### config.mk
export PLATFORM = sky130hd
export DESIGN_NAME = score_sequencer
export DESIGN_NICKNAME = d
export VERILOG_FILES = /design/src/rtl/score_sequencer.sv
export SDC_FILE = /design/constraint.sdc
export NUM_CORES = 1
export LEC_CHECK = 0
export BUFFER_PORTS_ARGS = -buffer_cell sky130_fd_sc_hd__buf_4
export CORE_MARGIN = 10
export CORE_UTILIZATION = 53
export DETAILED_ROUTE_END_ITERATION = 8
export PLACE_DENSITY = 0.75
export SETUP_SLACK_MARGIN = 0.15
export SLEW_MARGIN = 20
export SYNTH_ARGS = -nofsm -noshare
export SYNTH_HDL_FRONTEND = slang
export SYNTH_SLANG_ARGS = --single-unit
### constraint.sdc
create_clock -name CLOCK_50 -period 3 [get_ports CLOCK_50]
set_clock_uncertainty 0.1 [all_clocks]
set_input_delay 0.3 -clock CLOCK_50 [delete_from_list [all_inputs] [get_ports CLOCK_50]]
set_output_delay 0.3 -clock CLOCK_50 [all_outputs]
set_load 0.005 [all_outputs]
### src/rtl/score_sequencer.sv
// ---------------------------------------------------------------------------
// score_sequencer
//   Beat-stepped multi-voice score player. A tempo counter advances a beat
//   index. For each beat, one score word is fetched from an external
//   synchronous ROM. For each voice, the block drives a registered note code
//   and a one-cycle onset pulse to the tone generators.
//
// Ports
//   CLOCK_50    in   system clock
//   resetn      in   asynchronous active-low reset
//   play        in   pulse: start from beat 0 (from IDLE or DONE)
//   stop        in   pulse: abort to IDLE, wins over play
//   pause       in   level: freeze tempo and silence outputs in HOLD
//   voice_mute  in   per-voice mute mask
//   rom_addr    out  score ROM address (registered)
//   rom_data    in   score word, valid one cycle after rom_addr changes;
//                    voice v = rom_data[v*(NOTE_W+1) +: NOTE_W+1] = {tie, code}
//   note_code   out  per-voice note code, 0 = silent
//   note_onset  out  per-voice attack pulse
//   beat        out  index of the beat currently sounding
//   playing     out  high in FETCH/LOAD/HOLD
//   done        out  high in DONE
// ---------------------------------------------------------------------------
module score_sequencer #(
    parameter int NUM_VOICES     = 2,
    parameter int NOTE_W         = 6,
    parameter int BEAT_W         = 8,
    parameter int SONG_LEN       = 159,
    parameter int TICKS_PER_BEAT = 6250000,
    parameter int LOOP           = 1
) (
    input  logic                               CLOCK_50,
    input  logic                               resetn,
    input  logic                               play,
    input  logic                               stop,
    input  logic                               pause,
    input  logic [NUM_VOICES-1:0]              voice_mute,
    output logic [BEAT_W-1:0]                  rom_addr,
    input  logic [NUM_VOICES*(NOTE_W+1)-1:0]   rom_data,
    output logic [NUM_VOICES*NOTE_W-1:0]       note_code,
    output logic [NUM_VOICES-1:0]              note_onset,
    output logic [BEAT_W-1:0]                  beat,
    output logic                               playing,
    output logic                               done
);

    localparam int TICK_W = $clog2(TICKS_PER_BEAT);
    localparam int SLOT_W = NOTE_W + 1;

    // HOLD lasts TICKS_PER_BEAT-2 cycles. FETCH and LOAD add one cycle each,
    // so consecutive LOADs are exactly TICKS_PER_BEAT cycles apart.
    localparam logic [TICK_W-1:0] TICK_LAST = TICK_W'(TICKS_PER_BEAT - 3);
    localparam logic [BEAT_W-1:0] ADDR_LAST = BEAT_W'(SONG_LEN - 1);

    typedef enum logic [2:0] {
        ST_IDLE  = 3'd0,
        ST_FETCH = 3'd1,
        ST_LOAD  = 3'd2,
        ST_HOLD  = 3'd3,
        ST_DONE  = 3'd4
    } state_t;

    state_t                          state_r;
    state_t                          state_nxt_s;

    logic [BEAT_W-1:0]               rom_addr_r;
    logic [BEAT_W-1:0]               rom_addr_nxt_s;
    logic [BEAT_W-1:0]               beat_r;
    logic [BEAT_W-1:0]               beat_nxt_s;
    logic [TICK_W-1:0]               tick_r;
    logic [TICK_W-1:0]               tick_nxt_s;
    logic [NUM_VOICES*NOTE_W-1:0]    held_r;
    logic [NUM_VOICES*NOTE_W-1:0]    held_nxt_s;
    logic [NUM_VOICES*NOTE_W-1:0]    code_r;
    logic [NUM_VOICES*NOTE_W-1:0]    code_nxt_s;
    logic [NUM_VOICES-1:0]           onset_r;
    logic [NUM_VOICES-1:0]           onset_nxt_s;
    logic                            playing_r;
    logic                            playing_nxt_s;
    logic                            done_r;
    logic                            done_nxt_s;

    logic                            beat_end_s;
    logic                            last_beat_s;
    logic                            silent_s;

    // A beat ends in the last unpaused HOLD cycle.
    assign beat_end_s  = (state_r == ST_HOLD) && !pause && (tick_r == TICK_LAST);
    assign last_beat_s = (rom_addr_r == ADDR_LAST);

    // State register.
    always_ff @(posedge CLOCK_50 or negedge resetn) begin
        if (!resetn) begin
            state_r <= ST_IDLE;
        end else begin
            state_r <= state_nxt_s;
        end
    end

    // Next-state decode; stop overrides every other transition.
    always_comb begin
        state_nxt_s = state_r;
        if (stop) begin
            state_nxt_s = ST_IDLE;
        end else begin
            case (state_r)
                ST_IDLE: begin
                    if (play) begin
                        state_nxt_s = ST_FETCH;
                    end else begin
                        state_nxt_s = ST_IDLE;
                    end
                end
                ST_FETCH: state_nxt_s = ST_LOAD;
                ST_LOAD:  state_nxt_s = ST_HOLD;
                ST_HOLD: begin
                    if (beat_end_s) begin
                        if (last_beat_s && (LOOP == 0)) begin
                            state_nxt_s = ST_DONE;
                        end else begin
                            state_nxt_s = ST_FETCH;
                        end
                    end else begin
                        state_nxt_s = ST_HOLD;
                    end
                end
                ST_DONE: begin
                    if (play) begin
                        state_nxt_s = ST_FETCH;
                    end else begin
                        state_nxt_s = ST_DONE;
                    end
                end
                default: state_nxt_s = ST_IDLE;
            endcase
        end
    end

    // Datapath and output next values, derived from the current state.
    always_comb begin
        rom_addr_nxt_s = rom_addr_r;
        beat_nxt_s     = beat_r;
        tick_nxt_s     = tick_r;
        held_nxt_s     = held_r;
        onset_nxt_s    = '0;
        if (stop) begin
            rom_addr_nxt_s = '0;
            beat_nxt_s     = '0;
            tick_nxt_s     = '0;
            held_nxt_s     = '0;
        end else begin
            case (state_r)
                ST_IDLE, ST_DONE: begin
                    if (play) begin
                        rom_addr_nxt_s = '0;
                        tick_nxt_s     = '0;
                    end else begin
                        rom_addr_nxt_s = rom_addr_r;
                    end
                end
                ST_FETCH: begin
                    rom_addr_nxt_s = rom_addr_r;
                end
                ST_LOAD: begin
                    beat_nxt_s = rom_addr_r;
                    tick_nxt_s = '0;
                    for (int v = 0; v < NUM_VOICES; v++) begin
                        held_nxt_s[v*NOTE_W +: NOTE_W] = rom_data[v*SLOT_W +: NOTE_W];
                        // A tie continues the previous note, so it never attacks.
                        onset_nxt_s[v] = !rom_data[v*SLOT_W + NOTE_W]
                                         && (rom_data[v*SLOT_W +: NOTE_W] != NOTE_W'(0))
                                         && !voice_mute[v];
                    end
                end
                ST_HOLD: begin
                    if (pause) begin
                        tick_nxt_s = tick_r;
                    end else if (beat_end_s) begin
                        // Wrap modulo SONG_LEN, not modulo 2^BEAT_W.
                        if (last_beat_s) begin
                            rom_addr_nxt_s = '0;
                        end else begin
                            rom_addr_nxt_s = rom_addr_r + BEAT_W'(1);
                        end
                    end else begin
                        tick_nxt_s = tick_r + TICK_W'(1);
                    end
                end
                default: begin
                    rom_addr_nxt_s = '0;
                    beat_nxt_s     = '0;
                    tick_nxt_s     = '0;
                    held_nxt_s     = '0;
                end
            endcase
        end

        // Pause silences the outputs but keeps the held notes, so they
        // return on release without a fresh onset.
        silent_s = (state_nxt_s == ST_IDLE) || (state_nxt_s == ST_DONE) || pause;
        for (int v = 0; v < NUM_VOICES; v++) begin
            if (silent_s || voice_mute[v]) begin
                code_nxt_s[v*NOTE_W +: NOTE_W] = '0;
            end else begin
                code_nxt_s[v*NOTE_W +: NOTE_W] = held_nxt_s[v*NOTE_W +: NOTE_W];
            end
        end

        playing_nxt_s = (state_nxt_s == ST_FETCH) || (state_nxt_s == ST_LOAD)
                        || (state_nxt_s == ST_HOLD);
        done_nxt_s    = (state_nxt_s == ST_DONE);
    end

    // Datapath and output registers.
    always_ff @(posedge CLOCK_50 or negedge resetn) begin
        if (!resetn) begin
            rom_addr_r <= '0;
            beat_r     <= '0;
            tick_r     <= '0;
            held_r     <= '0;
            code_r     <= '0;
            onset_r    <= '0;
            playing_r  <= 1'b0;
            done_r     <= 1'b0;
        end else begin
            rom_addr_r <= rom_addr_nxt_s;
            beat_r     <= beat_nxt_s;
            tick_r     <= tick_nxt_s;
            held_r     <= held_nxt_s;
            code_r     <= code_nxt_s;
            onset_r    <= onset_nxt_s;
            playing_r  <= playing_nxt_s;
            done_r     <= done_nxt_s;
        end
    end

    assign rom_addr   = rom_addr_r;
    assign beat       = beat_r;
    assign note_code  = code_r;
    assign note_onset = onset_r;
    assign playing    = playing_r;
    assign done       = done_r;

    score_sequencer_chk #(
        .NUM_VOICES (NUM_VOICES),
        .BEAT_W     (BEAT_W),
        .SONG_LEN   (SONG_LEN)
    ) u_chk (
        .clk        (CLOCK_50),
        .rst_n      (resetn),
        .rom_addr   (rom_addr_r),
        .note_onset (onset_r),
        .playing    (playing_r),
        .done       (done_r)
    );

endmodule

// ---------------------------------------------------------------------------
// score_sequencer_chk
//   Invariant checks on the sequencer outputs.
//
// Ports (all inputs)
//   clk, rst_n                       clock and active-low reset
//   rom_addr, note_onset, playing, done   observed sequencer outputs
// ---------------------------------------------------------------------------
module score_sequencer_chk #(
    parameter int NUM_VOICES = 2,
    parameter int BEAT_W     = 8,
    parameter int SONG_LEN   = 159
) (
    input logic                  clk,
    input logic                  rst_n,
    input logic [BEAT_W-1:0]     rom_addr,
    input logic [NUM_VOICES-1:0] note_onset,
    input logic                  playing,
    input logic                  done
);

    // playing and done reflect mutually exclusive states.
    a_excl: assert property (@(posedge clk) disable iff (!rst_n) !(playing && done));

    // An attack can only happen while a score is playing.
    a_onset: assert property (@(posedge clk) disable iff (!rst_n)
                              (note_onset != '0) |-> playing);

    // The ROM address never leaves the score.
    a_addr: assert property (@(posedge clk) disable iff (!rst_n)
                             32'(rom_addr) < 32'(SONG_LEN));

endmodule

== After elaboration in Yosys (flattened, before gate mapping) ==
Cells that the tools add are included.

* $add $sub $neg: 2
* Multipliers: 0
* Divide/modulo/power cells: 0
* Order comparisons: 0
* Equality and inequality tests: 17
* Shifts and indexed selects: 0
* Multiplexer cells: 24
* Bitwise logic cells: 0
* Reduce and logical (&&, ||, !) cells: 26

{| class="wikitable"
|+ Operators by type and width
! kind !! count
|-
| $mux W23 || 4
|-
| $pmux W23 S3 || 1
|-
| $mux W8 || 6
|-
| $pmux W12 S2 || 1
|-
| $pmux W8 S3 || 1
|-
| $add A23 B1 Y23 const B || 1
|-
| $eq A23 B23 Y1 const B || 1
|-
| $pmux W8 S2 || 1
|-
| $pmux W3 S5 || 1
|-
| $eq A3 B2 Y1 const B || 4
|-
| $mux W12 || 1
|-
| $mux W6 || 2
|-
| $ne A3 B3 Y1 const B || 4
|-
| $reduce_bool A6 Y1 || 2
|-
| $add A8 B1 Y8 const B || 1
|-
| $eq A8 B8 Y1 const B || 1
|-
| $reduce_and A4 Y1 || 2
|-
| $eq A3 B1 Y1 const B || 2
|-
| $eq A3 B3 Y1 const B || 2
|-
| $logic_and A1 B1 Y1 || 6
|-
| $logic_not A3 Y1 || 2
|-
| $logic_or A1 B1 Y1 || 6
|-
| $mux W2 || 3
|-
| $mux W3 || 2
|-
| other kinds (6) || 12
|}

* Bits in registers: 70
* Bits in latches: 0
* RAM bits: 0
* Bits in read-only memories: 0
* Bits of input ports: 21
* Output and inout port bits: 32
* Word-level logic and storage cells: 78
* Memories: 0

== Longest topological paths before layout ==
* Word-level depth: 11
* Mapped depth: 9
* Depth with buffers taken out: 7

== Worst setup path after synthesis ==
OpenSTA, ideal clock, no wires.

* Path kind: register to register
* From: register tick_r[1]
* To: register tick_r[16]
* Arrival time: 1822 ps
* Slack: 949 ps
* Stages on the path, launching flop included: 9
* Period minus slack after synthesis: 2051 ps
* Cell sequence: dfrtp_1 inv_1 ha_1 or4b_1 nor4_1 a21bo_2 nand2b_4 buf_4 o21ai_0

* Word-level cells in the longest chain between the ends: 5

{| class="wikitable"
|+ RTL lines
! item !! line !! text
|-
| start, declared || 70 || <nowiki>logic [TICK_W-1:0] tick_r;</nowiki>
|-
| start signal, assigned || 228 || <nowiki>tick_r <= tick_nxt_s;</nowiki>
|-
| $add A23 B1 Y23 || 186 || <nowiki>tick_nxt_s = tick_r + TICK_W'(1);</nowiki>
|-
| $mux W23 || 178 || <nowiki>end else if (beat_end_s) begin</nowiki>
|-
| $mux W23 || 176 || <nowiki>if (pause) begin</nowiki>
|-
| $pmux W23 S3 || 152 || <nowiki>case (state_r)</nowiki>
|-
| $mux W23 || 146 || <nowiki>if (stop) begin</nowiki>
|}

Parallel ways exist; a longest one is shown, timed or not. The select of a mux whose other input is x is not followed.
A chain may end at the register's enable or synchronous reset.

== Worst setup path in the final report ==
Same ends and word-level chain as after synthesis.

==> impl_metrics.ini <==
[sta]
layout_min_cycle_time_ns = 2.42
finalHoldViolCount = 56
tns_ns = 0
max_slew_margin_pct = 36.4
finalCritPeriodShare_pct = 80.8
rsz0062_at_grt = false
max_freq_mhz = 412
tightest_slew_ns = 0.954
finalSetupViolCount = 0
slew_violations = 0
holdWs_ns = -0.0302

[layout]
fillers = 513
diodes = 0
final_cell_mix = dfrtp_1, buf_4, nand2_1
drive_gt1_share_pct = 21.7
layout_commonest_cell = dfrtp_1
fin_nets = 403
utilization_pct = 64.4
area_growth_pct = 18.8

[logic_synthesis]
syn_avg_cell_area_um2 = 10.4
synth_top_area_share_pct = 51.5
ys_async_sr_fraction_pct = 100
synthCells = 326
synth_cell_types = 47
synth_seq_cells = 70
synth_nets = 351
ys_seq_area_share_pct = 51.5
synth.cell_area_um2 = 3400
yosys_warnings = 0
synth_area_leaders = dfrtp_1, a22o_1, nor2b_1
synth_edf_count = 0
dominantRegCellSynth = dfrtp_1
yosysTopAreaCell = dfrtp_1

[routing]
routed-wl-met3_um = 446
drt-pass1-iter-count = 4
drc = 0
routedWlPerCell_um = 17.0
via_count = 2737
route.met2.wl_um = 3530
wl_um = 7800
ant_nets = 0
top_layer_used = met4
met1_length_um = 3690
routed_via_density = 5.95
drt_iter0_markers = 175

[global_route]
first_global_vias = 2552
antenna_found_initial = 0
grt_overflow = 0
grt_pass1_wl_um = 12800
grt_util_all_layers_pct = 15.5
grt_max_degree = 71

[die]
dieHeight_um = 100
rows = 29
coreArea_um2 = 6280
io_pins = 53
die_w_um = 100
die_area_um2 = 10000
start_util_pct = 54.2

[critical_path]
cp-end-kind = flop
worstPathMaxFanout = 25
start_kind = flop
required_ns = 3.12
cp-startpoint = tick_r[1]$_DFFE_PN0P_
path_class = flop to flop
arrival_ns = 2.55
worstReg2RegStart = tick_r[1]$_DFFE_PN0P_

[placement]
port_buffers = 52
hpwl_um = 5330
place_congestion = 0.840

[clock_network]
clock_latency_ns = 0.34
cts_tree = done
cts_setup_buffers = 0
cts_resized = 0
htree_levels = 3
cts.clk_slew.worst_paths_ns = 0.08
hold_buffers = 2
cts_made_buffers = 9
cts.sinks = 70
clock-root-buffer = clkbuf_8
clockBufferDepth = 2

[flow_run]
maxCapViolCount = 0

[power]
vdd_drop_max_uv = 286
p_per_area_nw_per_um2 = 474
power.leakage_nw = 1.81

[run_status]
violations = hold timing
status = complete, but fails checks

[min_path]
hp-class = input port to asynchronous set/reset pin
-- stage by stage --
step	area [um2]	worst slack (ns)	cells	power [mW]	hold slack, ns
after floorplan	3400	0.949	326	1.08	-0.0956
after global placement	3810	0.646	442	1.14	0.358
after global routing	4040	0.367	460	1.99	0.0186
final	4040	0.575	460	1.92	-0.0302
after CTS	4040	0.559	460	1.93	0.00561
after detailed placement	3810	0.547	442	1.15	0.363
-- per-layer routing --
layer  vias to the layer above  track usage (%)
met3                        11             4.12
met1                      1336             21.0
met5                         -                0
met4                         0             7.39
li1                       1316                -
met2                        74             22.4
-- final timing paths --
kind | end | slack, ns | cells past startpoint
max in group asynchronous | tick_r[12]$_DFFE_PN0P_ | 2.27 | 1
worst max-delay path | tick_r[16]$_DFFE_PN0P_ | 0.58 | 7
min in group CLOCK_50 | note_onset[1]$_DFF_PN0_ | 0.02 | 2
worst min register to register | tick_r[20]$_DFFE_PN0P_ | 0.38 | 1
worst max register to register | tick_r[16]$_DFFE_PN0P_ | 0.58 | 7
worst min-delay path | note_code[6]$_DFF_PN0_ | -0.03 | 1
-- sequential cells by signal, summed over array words and instances, names as in the netlist --
| name | count |
|---|---|
| tick_r | 23 |
| held_r | 12 |
| note_code | 12 |
| beat | 8 |
| rom_addr | 8 |
| state_r | 3 |
| note_onset | 2 |
| done | 1 |
| playing | 1 |
-- final cells by class --
cell class                 count  area (um2)  area share [%]
timing repair buffer          59         448            11.1
clock inverter                 7        82.6            2.04
inverter                       5        18.8           0.465
clock buffer                   9         124            3.07
tap                           77        96.3            2.38
sequential                    70        1750            43.4
multi-input combinational    233        1520            37.6
-- power breakdown --
group	internal, mW	switching, mW
sequential	0.957	0.0107
combinational	0.0593	0.101
clock	0.395	0.392
total	1.41	0.504
-- critical path: stages, from the launching register on --
cell and delay (ns):
dfrtp_1 0.43, inv_1 0.08, ha_1 0.12, or4b_1 0.45
nor4_1 0.25, a21bo_2 0.45, nand2b_4 0.31, o21ai_0 0.12
-- cells in the mapped netlist (5+ instances only) --
cell       n
dfrtp_1   70
nand2_1   25
a22o_1    20
nor2_1    19
o21ai_0   19
nor2b_1   18
nand3_1   15
o31ai_1   12
a21oi_1   10
nand2b_1   9
nor3_1     9
nand4_1    8
clkbuf_1   7
or4_1      6
and4_1     5
buf_6      5
inv_1      5
nor4_1     5
-- kinds of logic after synthesis --
kind of cell / count (synthesis) / share of synthesized area, %
XOR/XNOR: 4 / 1.03
multiplexers: 4 / 1.18
flip-flops: 70 / 51.5
AND/OR/NAND/NOR: 140 / 23.7
adder cells (fa/ha/maj): 4 / 1.47
AO/OA/AOI/OAI: 81 / 17.1
buffers and inverters: 23 / 4.01
(Power assumes the default switching activity.)
